File: src/rtl/serial_adder_pkg.sv
// serial_adder_pkg
//   Shared definitions for the bit-serial adder/subtractor tile.
//   - state_t     : operation FSM states (IDLE, RUN, DONE)
//   - UI_*        : bit positions inside ui_in
//   - UIO_*       : bit positions inside uio_out
//   - UIO_OE      : constant output-enable pattern for the bidirectional pins
//   - ctl_req_t   : decoded view of ui_in
//   - decode_ui() : ui_in -> ctl_req_t
package serial_adder_pkg;

  typedef enum logic [1:0] {
    IDLE = 2'd0,
    RUN  = 2'd1,
    DONE = 2'd2
  } state_t;

  // ui_in bit map
  localparam int UI_A     = 0;
  localparam int UI_B     = 1;
  localparam int UI_CIN   = 2;
  localparam int UI_START = 3;
  localparam int UI_VALID = 4;
  localparam int UI_SUB   = 5;

  // uio_out bit map
  localparam int UIO_COUT = 0;
  localparam int UIO_DONE = 1;
  localparam int UIO_BUSY = 2;
  localparam int UIO_OVF  = 3;

  // Low nibble of uio drives status, high nibble stays input.
  localparam logic [7:0] UIO_OE = 8'h0F;

  typedef struct packed {
    logic sub;
    logic valid;
    logic start;
    logic cin;
    logic b;
    logic a;
  } ctl_req_t;

  function automatic ctl_req_t decode_ui(input logic [7:0] ui);
    ctl_req_t r;
    r.a     = ui[UI_A];
    r.b     = ui[UI_B];
    r.cin   = ui[UI_CIN];
    r.start = ui[UI_START];
    r.valid = ui[UI_VALID];
    r.sub   = ui[UI_SUB];
    return r;
  endfunction

endpackage

File: src/rtl/tt_um_serial_adder_full_adder_bit.sv
// full_adder_bit
//   Single-bit combinational full adder; the arithmetic core of the
//   serial datapath.
//   Ports:
//     a, b, cin : input bits
//     s         : sum bit  = a ^ b ^ cin
//     cout      : carry    = majority(a, b, cin)
module full_adder_bit (
  input  logic a,
  input  logic b,
  input  logic cin,
  output logic s,
  output logic cout
);

  assign s    = a ^ b ^ cin;
  assign cout = (a & b) | (a & cin) | (b & cin);

endmodule

File: src/rtl/tt_um_serial_adder.sv
// tt_um_serial_adder
//   Bit-serial WIDTH-bit adder/subtractor, Tiny Tapeout top level.
//   Operands arrive LSB-first, one (a, b) pair per valid cycle after a start.
//   A registered carry chains the bits; the sum is assembled in a shift
//   register that fills from the MSB end so bit 0 lands last at position 0.
//
//   Parameters:
//     WIDTH   : operand/result width, 2..8
//   Ports:
//     clk     : clock, rising edge
//     rst_n   : asynchronous active-low reset
//     ena     : clock enable, all state holds when low
//     ui_in   : [0] a, [1] b, [2] cin, [3] start, [4] valid, [5] sub
//     uo_out  : result, zero-extended above WIDTH
//     uio_in  : unused
//     uio_out : [0] cout, [1] done, [2] busy, [3] ovf, [7:4] 0
//     uio_oe  : constant 8'h0F
//
//   Build option: SERIAL_ADDER_SUB_EN enables subtract mode (ui_in[5]
//   latched at start; b inverted and cin acts as borrow-in). Without it
//   the block is add-only and ui_in[5] is ignored.
module tt_um_serial_adder
  import serial_adder_pkg::*;
#(
  parameter int WIDTH = 8
) (
  input  logic       clk,
  input  logic       rst_n,
  input  logic       ena,
  input  logic [7:0] ui_in,
  output logic [7:0] uo_out,
  input  logic [7:0] uio_in,
  output logic [7:0] uio_out,
  output logic [7:0] uio_oe
);

  localparam int CW = (WIDTH > 1) ? $clog2(WIDTH) : 1;
  localparam logic [CW-1:0] LAST = CW'(WIDTH - 1);

  ctl_req_t req;
  assign req = decode_ui(ui_in);

  state_t           state;
  logic             carry;
  logic [CW-1:0]    cnt;
  logic [WIDTH-1:0] result;
  logic             cout_q;
  logic             ovf_q;
  logic             sub_q;

  // Effective subtract request at start, and the b operand as seen by
  // the adder (inverted for subtraction: a - b = a + ~b + 1).
  logic sub_in;
  logic b_eff;

`ifdef SERIAL_ADDER_SUB_EN
  assign sub_in = req.sub;
  assign b_eff  = req.b ^ sub_q;
  wire unused_ok = &{1'b0, uio_in, ui_in[7:6]};
`else
  assign sub_in = 1'b0;
  assign b_eff  = req.b;
  wire unused_ok = &{1'b0, uio_in, ui_in[7:5], sub_q};
`endif

  logic fa_s;
  logic fa_co;

  full_adder_bit u_fa (
    .a    (req.a),
    .b    (b_eff),
    .cin  (carry),
    .s    (fa_s),
    .cout (fa_co)
  );

  // start wins over valid and restarts from any state, including RUN.
  // In subtract mode cin is a borrow-in, so the initial carry is ~cin.
  always_ff @(posedge clk or negedge rst_n) begin
    if (!rst_n) begin
      state  <= IDLE;
      carry  <= 1'b0;
      cnt    <= '0;
      result <= '0;
      cout_q <= 1'b0;
      ovf_q  <= 1'b0;
      sub_q  <= 1'b0;
    end else if (ena) begin
      if (req.start) begin
        state  <= RUN;
        carry  <= req.cin ^ sub_in;
        cnt    <= '0;
        result <= '0;
        cout_q <= 1'b0;
        ovf_q  <= 1'b0;
        sub_q  <= sub_in;
      end else if (state == RUN && req.valid) begin
        carry  <= fa_co;
        result <= {fa_s, result[WIDTH-1:1]};
        cnt    <= cnt + 1'b1;
        if (cnt == LAST) begin
          // Signed overflow: carry into the MSB differs from carry out.
          cout_q <= fa_co;
          ovf_q  <= carry ^ fa_co;
          state  <= DONE;
        end
      end
    end
  end

  assign uo_out = 8'(result);
  assign uio_oe = UIO_OE;

  always_comb begin
    uio_out           = 8'h00;
    uio_out[UIO_COUT] = cout_q;
    uio_out[UIO_DONE] = (state == DONE);
    uio_out[UIO_BUSY] = (state == RUN);
    uio_out[UIO_OVF]  = ovf_q;
  end

endmodule

File: config.mk
export PLATFORM = sky130hd
export DESIGN_NAME = tt_um_serial_adder
export DESIGN_NICKNAME = d
export VERILOG_FILES = /design/src/rtl/serial_adder_pkg.sv /design/src/rtl/tt_um_serial_adder_full_adder_bit.sv /design/src/rtl/tt_um_serial_adder.sv
export SDC_FILE = /design/constraint.sdc
export NUM_CORES = 1
export LEC_CHECK = 0
export CAP_MARGIN = 20
export CORE_MARGIN = 2
export CORE_UTILIZATION = 25
export DETAILED_ROUTE_END_ITERATION = 10
export GPL_ROUTABILITY_DRIVEN = 0
export HOLD_SLACK_MARGIN = 0.15
export PLACE_DENSITY_LB_ADDON = 0.25
export RECOVER_POWER = 50
export SYNTH_ARGS = -nofsm -noshare
export SYNTH_HDL_FRONTEND = slang
export SYNTH_SLANG_ARGS = --single-unit
File: constraint.sdc
create_clock -name clk -period 3.2 [get_ports clk]
set_clock_uncertainty 0.15 [all_clocks]
set_input_delay 0.96 -clock clk [delete_from_list [all_inputs] [get_ports clk]]
set_output_delay 0.96 -clock clk [all_outputs]
set_load 0.02 [all_outputs]
==> qor.yml, run 1 <==
clock_network:
  cts.repair.resized: 0
  clk_latency_ns: 0.25
  clkTransAtPathRegs_ns: 0.07
  tritoncts: "yes"
  cts_inserted_buffers: 3
  ctsHoldBuffers: 0
  cts_root_buffer: "sky130_fd_sc_hd__clkbuf_8"
  clock_tree.htree_level_count: 1
  cts_num_sinks: 16
  clk_path_buf_depth: 2
  postCtsSetupRepairBufs: 0
route:
  wl_per_cell_um: 12.3
  post-route-drc-count: 0
  vias: 671
  avgViaCountPerCell: 4.27
  drtPass1Iterations: 4
  wl_mm: 1.93
  drt_iter0_drc: 17
  drt.antenna.violating_nets: 0
yosys:
  synth_cell_type_count: 28
  synth.ff_latch_count: 16
  number_of_synthesis_warnings: 0
  netlist_area_sq_um: 981
  synth.avg_cell_area_sq_um: 10.7
  sequential_share_of_the_synthesized_area_pct: 40.8
  synth.top_cells.by_area: "sky130_fd_sc_hd__dfrtp_1 41%, sky130_fd_sc_hd__buf_4 11%, sky130_fd_sc_hd__nand4b_1 8.9%"
  synth_largest_type_area_fraction_pct: 40.8
  synth_cells: 92
  synth_top_area_cell: "sky130_fd_sc_hd__dfrtp_1"
final_layout:
  drive_above_1_share_pct: 15.6
  postLayoutCoreUtil_pct: 32.1
  area_of_all_placed_cells_without_fillers_sq_um: 1190
  seq_area_sq_um: 400
  layout.cells.most_common: "sky130_fd_sc_hd__clkdlybuf4s50_1"
  area_of_the_multi_input_gates_sq_um: 414
  area_delta_synth_final_pct: 21.4
  nets: 132
  layout.cells.most_common_list: "17 x sky130_fd_sc_hd__clkdlybuf4s50_1, 16 x sky130_fd_sc_hd__dfrtp_1, 12 x sky130_fd_sc_hd__inv_1, 12 x sky130_fd_sc_hd__conb_1, 10 x sky130_fd_sc_hd__nand4b_1"
  number_of_inserted_filler_cells_in_the_final_layout: 386
  insertedDiodeCount: 0
  final_instance_count_excl_fillers: 157
sta:
  post-route-worst-setup-slack_ns: 0.651
  post-route-min-period_ns: 2.55
  finalHoldWorstSlack_ns: 0.389
  timing_worst_slew_pin_value_ns: 0.756
  finalCritPeriodShare_pct: 79.7
  number_of_setup_violations_in_the_final_report: 0
  clock.fmax_ghz: 0.392
  relSlewSlack_pct: 49.4
  totalNegativeSetupSlack_ns: 0
  final-hold-violation-count: 0
  timing_max_transition_violations_final: 0
  grt_setup_unrepaired: "false"
floorplanning:
  io_pins: 43
  die_h_um: 66.6
  die_w_um: 66.6
  floorplan.die_area_sq_um: 4440
  start_util_pct: 26.4
  core_area_sq_um: 3720
  rows: 22
critical_path:
  critPathBufInv: 2
  maximum_net_fanout_on_the_critical_path: 14
  critPathTopFamily: "buffers and inverters"
  critPathKind: "primary input to flop"
  timing.rr.start: "state[1]"
  timing.reg2reg.worst_path_depth: 4
  path_cells: "dlygate4sd3_1 > and3b_1 > clkbuf_1 > a41oi_1 > o22ai_2"
  endpoint_kind: "flop"
  slowest_delay_ns: 0.52
  rrSetupSlack_ns: 1.42
  critical_path.startpoint_type: "primary input"
  slowest_stage: "sky130_fd_sc_hd__dlygate4sd3_1"
  critPathRequiredTime_ns: 3.23
  setup.worst_path.end: "ovf_q"
  regToRegEndpoint: "ovf_q"
  worstPathArrival_ns: 2.58
  timing.critical_path.from: "ui_in[4]"
  cp_num_cells: 5
global_routing:
  antenna_found_initial: 0
  first_global_vias: 711
  grt_use_total_pct: 9.91
  wire_length_of_the_first_global_routing_pass_mm: 3.33
  globalRoute.totalOverflow: 0
  maximum_number_of_pins_on_one_net_before_global_route_repair: 17
placement:
  detailedPlace.worstSlack_ns: 0.512
  place_area_sq_um: 1150
  io_port_bufs: 19
  placed_cells: 153
  hpwlAfterDp_mm: 1.28
power_and_ir_drop:
  power.ir.vdd_worst_mv: 0.161
  power_leakage_nw: 0.511
  power.density_nw_per_um2: 467
  total_power_mw: 0.556
job:
  drv.max_cap_violation_count: 0
run_status:
  status: "finished clean"
worst_hold_path:
  worstHoldPathType: "flop to flop"
[cells in the mapped netlist]
| cell | instances |
|---|---|
| sky130_fd_sc_hd__dfrtp_1 | 16 |
| sky130_fd_sc_hd__buf_4 | 14 |
| sky130_fd_sc_hd__inv_1 | 12 |
| sky130_fd_sc_hd__nand4b_1 | 10 |
| sky130_fd_sc_hd__o21ai_2 | 8 |
| sky130_fd_sc_hd__clkbuf_1 | 3 |
| sky130_fd_sc_hd__buf_6 | 2 |
| sky130_fd_sc_hd__conb_1 | 2 |
| sky130_fd_sc_hd__ha_1 | 2 |
| sky130_fd_sc_hd__mux2_4 | 2 |
| sky130_fd_sc_hd__nor2b_1 | 2 |
| sky130_fd_sc_hd__o21ai_0 | 2 |
| sky130_fd_sc_hd__o22ai_2 | 2 |
| sky130_fd_sc_hd__a21oi_1 | 1 |
| sky130_fd_sc_hd__a22o_1 | 1 |
| sky130_fd_sc_hd__a2bb2oi_1 | 1 |
| sky130_fd_sc_hd__a31oi_1 | 1 |
| sky130_fd_sc_hd__a41oi_1 | 1 |
| sky130_fd_sc_hd__and2b_1 | 1 |
| sky130_fd_sc_hd__and3_1 | 1 |
| sky130_fd_sc_hd__and3b_1 | 1 |
| sky130_fd_sc_hd__buf_2 | 1 |
| sky130_fd_sc_hd__fa_1 | 1 |
| sky130_fd_sc_hd__mux2_2 | 1 |
| sky130_fd_sc_hd__nand3_1 | 1 |
| sky130_fd_sc_hd__nor2_1 | 1 |
| sky130_fd_sc_hd__o21a_4 | 1 |
| sky130_fd_sc_hd__xor2_1 | 1 |
[area by class of cell]
cell class                      instances  share of cell area [%]
Tap cell                               48                    5.04
Timing Repair Buffer                   23                    18.2
Sequential cell                        16                    33.6
Multi-Input combinational cell         54                    34.8
Clock buffer                            4                    4.62
Inverter                               12                    3.78
[report_power, final]
part           total [mW]  switching, mW  internal [mW]
sequential          0.234         0.0132          0.221
clock               0.184         0.0747          0.109
combinational       0.138         0.0730         0.0646
total               0.556          0.161          0.395
[worst min path at each step]
stage                          from  depth (start not counted)   endpoint  slack (ns)
after floorplan            state[0]                          1   state[0]        0.35
after global placement     state[0]                          1   state[0]        0.37
after detailed placement     cnt[2]                          2     cnt[2]        0.38
after CTS                    cnt[1]                          2     cnt[1]        0.39
after global routing         cnt[0]                          1     cnt[0]        0.43
final                     uo_out[0]                          2  uo_out[0]        0.39
[cell families (layout without fill, tap and decap cells)]
kind of cell             after synthesis  after routing  synth area share, %
other                                  2             12                0.766
multiplexers                           3              3                 4.21
buffers and inverters                 32             39                 19.3
XOR/XNOR                               1              1                0.893
adder cells (fa/ha/maj)                3              3                 4.59
AO/OA/AOI/OAI                         18             18                 16.1
AND/OR/NAND/NOR                       17             17                 13.4
flip-flops                            16             16                 40.8
[tightest hold or removal path, delay by kind of cell, from the launching register on]
kind	cells	cell delay, ns
compound gates	1	0.05
buf+inv	1	0.07
flops	1	0.38
[routing by layer]
layer  wire length (um)  track usage [%]
met5                  0                0
met3                 81             2.03
met1                940             13.1
met4                 10             3.83
met2                898             15.8
[sequential cells by signal, indices dropped and copies added (netlist names)]
name    flops
ovf_q       1
state       2
cnt         3
carry       1
cout_q      1
uo_out      8
Note: power is estimated with default switching activity, not from simulation.
==> inputs of run 2 (changes only) <==
==> constraint.sdc (replaced) <==
create_clock -name clk -period 2.55 [get_ports clk]
set_clock_uncertainty 0.15 [all_clocks]
set_input_delay 0.765 -clock clk [delete_from_list [all_inputs] [get_ports clk]]
set_output_delay 0.765 -clock clk [all_outputs]
set_load 0.02 [all_outputs]
==> qor.yml, run 2 (synthesis results as in run 1) <==
run_status:
  status: "finished clean"
route:
  avgViaCountPerCell: 4.19
  drt_iter0_drc: 12
  drt.antenna.violating_nets: 0
  vias: 667
  drtPass1Iterations: 3
  wl_per_cell_um: 11.3
  post-route-drc-count: 0
  wl_mm: 1.79
critical_path:
  path_cells: "and2b_1 > clkdlybuf4s50_1"
  cp_num_cells: 2
  critPathBufInv: 1
  endpoint_kind: "output port"
  slowest_delay_ns: 0.59
  critPathRequiredTime_ns: 1.64
  rrSetupSlack_ns: 0.82
  timing.critical_path.from: "state[1]"
  timing.rr.start: "state[1]"
  regToRegEndpoint: "state[0]"
  slowest_stage: "sky130_fd_sc_hd__clkdlybuf4s50_1"
  timing.reg2reg.worst_path_depth: 4
  critical_path.startpoint_type: "flop"
  worstPathArrival_ns: 1.43
  critPathKind: "flop to output port"
  setup.worst_path.end: "uio_out[2]"
  maximum_net_fanout_on_the_critical_path: 4
  critPathTopFamily: "buffers and inverters"
clock_network:
  clock_tree.htree_level_count: 1
  ctsHoldBuffers: 0
  tritoncts: "yes"
  clk_path_buf_depth: 2
  clk_latency_ns: 0.25
  cts_root_buffer: "sky130_fd_sc_hd__clkbuf_8"
  clkTransAtPathRegs_ns: 0.07
  postCtsSetupRepairBufs: 0
  cts_num_sinks: 16
  cts.repair.resized: 0
  cts_inserted_buffers: 3
sta:
  totalNegativeSetupSlack_ns: 0
  number_of_setup_violations_in_the_final_report: 0
  finalCritPeriodShare_pct: 91.9
  finalHoldWorstSlack_ns: 0.388
  post-route-min-period_ns: 2.34
  relSlewSlack_pct: 40.2
  clock.fmax_ghz: 0.427
  timing_worst_slew_pin_value_ns: 0.898
  final-hold-violation-count: 0
  timing_max_transition_violations_final: 0
  grt_setup_unrepaired: "false"
job:
  drv.max_cap_violation_count: 0
final_layout:
  area_of_all_placed_cells_without_fillers_sq_um: 1200
  seq_area_sq_um: 400
  area_of_the_multi_input_gates_sq_um: 414
  layout.cells.most_common: "sky130_fd_sc_hd__clkdlybuf4s50_1"
  number_of_inserted_filler_cells_in_the_final_layout: 401
  nets: 134
  drive_above_1_share_pct: 16.2
  insertedDiodeCount: 0
  largest_reg_flops: 8
  area_delta_synth_final_pct: 22.6
  layout.cells.most_common_list: "17 x sky130_fd_sc_hd__clkdlybuf4s50_1, 16 x sky130_fd_sc_hd__dfrtp_1, 12 x sky130_fd_sc_hd__inv_1, 12 x sky130_fd_sc_hd__conb_1, 10 x sky130_fd_sc_hd__nand4b_1"
power_and_ir_drop:
  power_leakage_nw: 0.517
  power.ir.vdd_worst_mv: 0.231
  power.density_nw_per_um2: 575
floorplanning:
  die_h_um: 66.6
  start_util_pct: 26.4
  die_w_um: 66.6
  rows: 22
  core_area_sq_um: 3720
  floorplan.die_area_sq_um: 4440
  io_pins: 43
global_routing:
  antenna_found_initial: 0
  first_global_vias: 659
  wire_length_of_the_first_global_routing_pass_mm: 3.15
  grt_use_total_pct: 9.41
  globalRoute.totalOverflow: 0
  maximum_number_of_pins_on_one_net_before_global_route_repair: 17
worst_hold_path:
  timing.hold.worst_path_depth: 2
  timing.hold.worst.start: "uo_out[0]"
  worstHoldPathType: "flop to flop"
placement:
  place_area_sq_um: 1170
  io_port_bufs: 19
  hpwlAfterDp_mm: 1.29
==> run 2: cell type report <==
cell class / instances / share of cell area, %
Timing Repair Buffer: 25 / 18.9
Clock buffer: 4 / 4.58
Multi-Input combinational cell: 54 / 34.4
Tap cell: 48 / 4.99
Inverter: 12 / 3.75
Sequential cell: 16 / 33.3
==> run 2: worst register-to-register path, delay by kind of cell (launching register included) <==
kind,cells,cell delay (ns)
buf+inv,1,0.49
simple gates,2,0.40
flops,1,0.40
compound gates,1,0.19
==> run 2: stage by stage <==
stage | worst slack [ns] | power (mW) | std cells | utilization, %
detailed placement | 0.0427 | 0.478 | 155 | 31.5
global route | 0.106 | 0.736 | 159 | 32.4
CTS | 0.191 | 0.710 | 159 | 33.0
global placement | 0.0612 | 0.475 | 155 | 31.5
finish | 0.207 | 0.691 | 159 | 32.4
floorplan | 0.555 | 0.442 | 102 | -
==> run 2: power by group <==
part / switching [mW] / total (mW) / internal, mW
Combinational: 0.0883 / 0.169 / 0.0810
Sequential: 0.0170 / 0.294 / 0.277
Clock: 0.0904 / 0.227 / 0.137
Total: 0.196 / 0.691 / 0.495
==> run 2: how the worst min path moves through the flow <==
stage	end	slack [ns]
after floorplan	carry	0.32
after global placement	state[0]	0.37
after detailed placement	cnt[1]	0.38
after CTS	cnt[1]	0.39
after global routing	cnt[1]	0.42
final	uo_out[0]	0.39
==> run 2: metal layers <==
metal	vias to the layer above	routed length, um	global-route usage (%)	share of wire, %
met5	-	0	0	0
met4	0	10	3.06	0.56
met3	2	94	2.20	5.2
met2	19	787	13.8	44
met1	323	900	13.6	50
li1	323	-	-	-
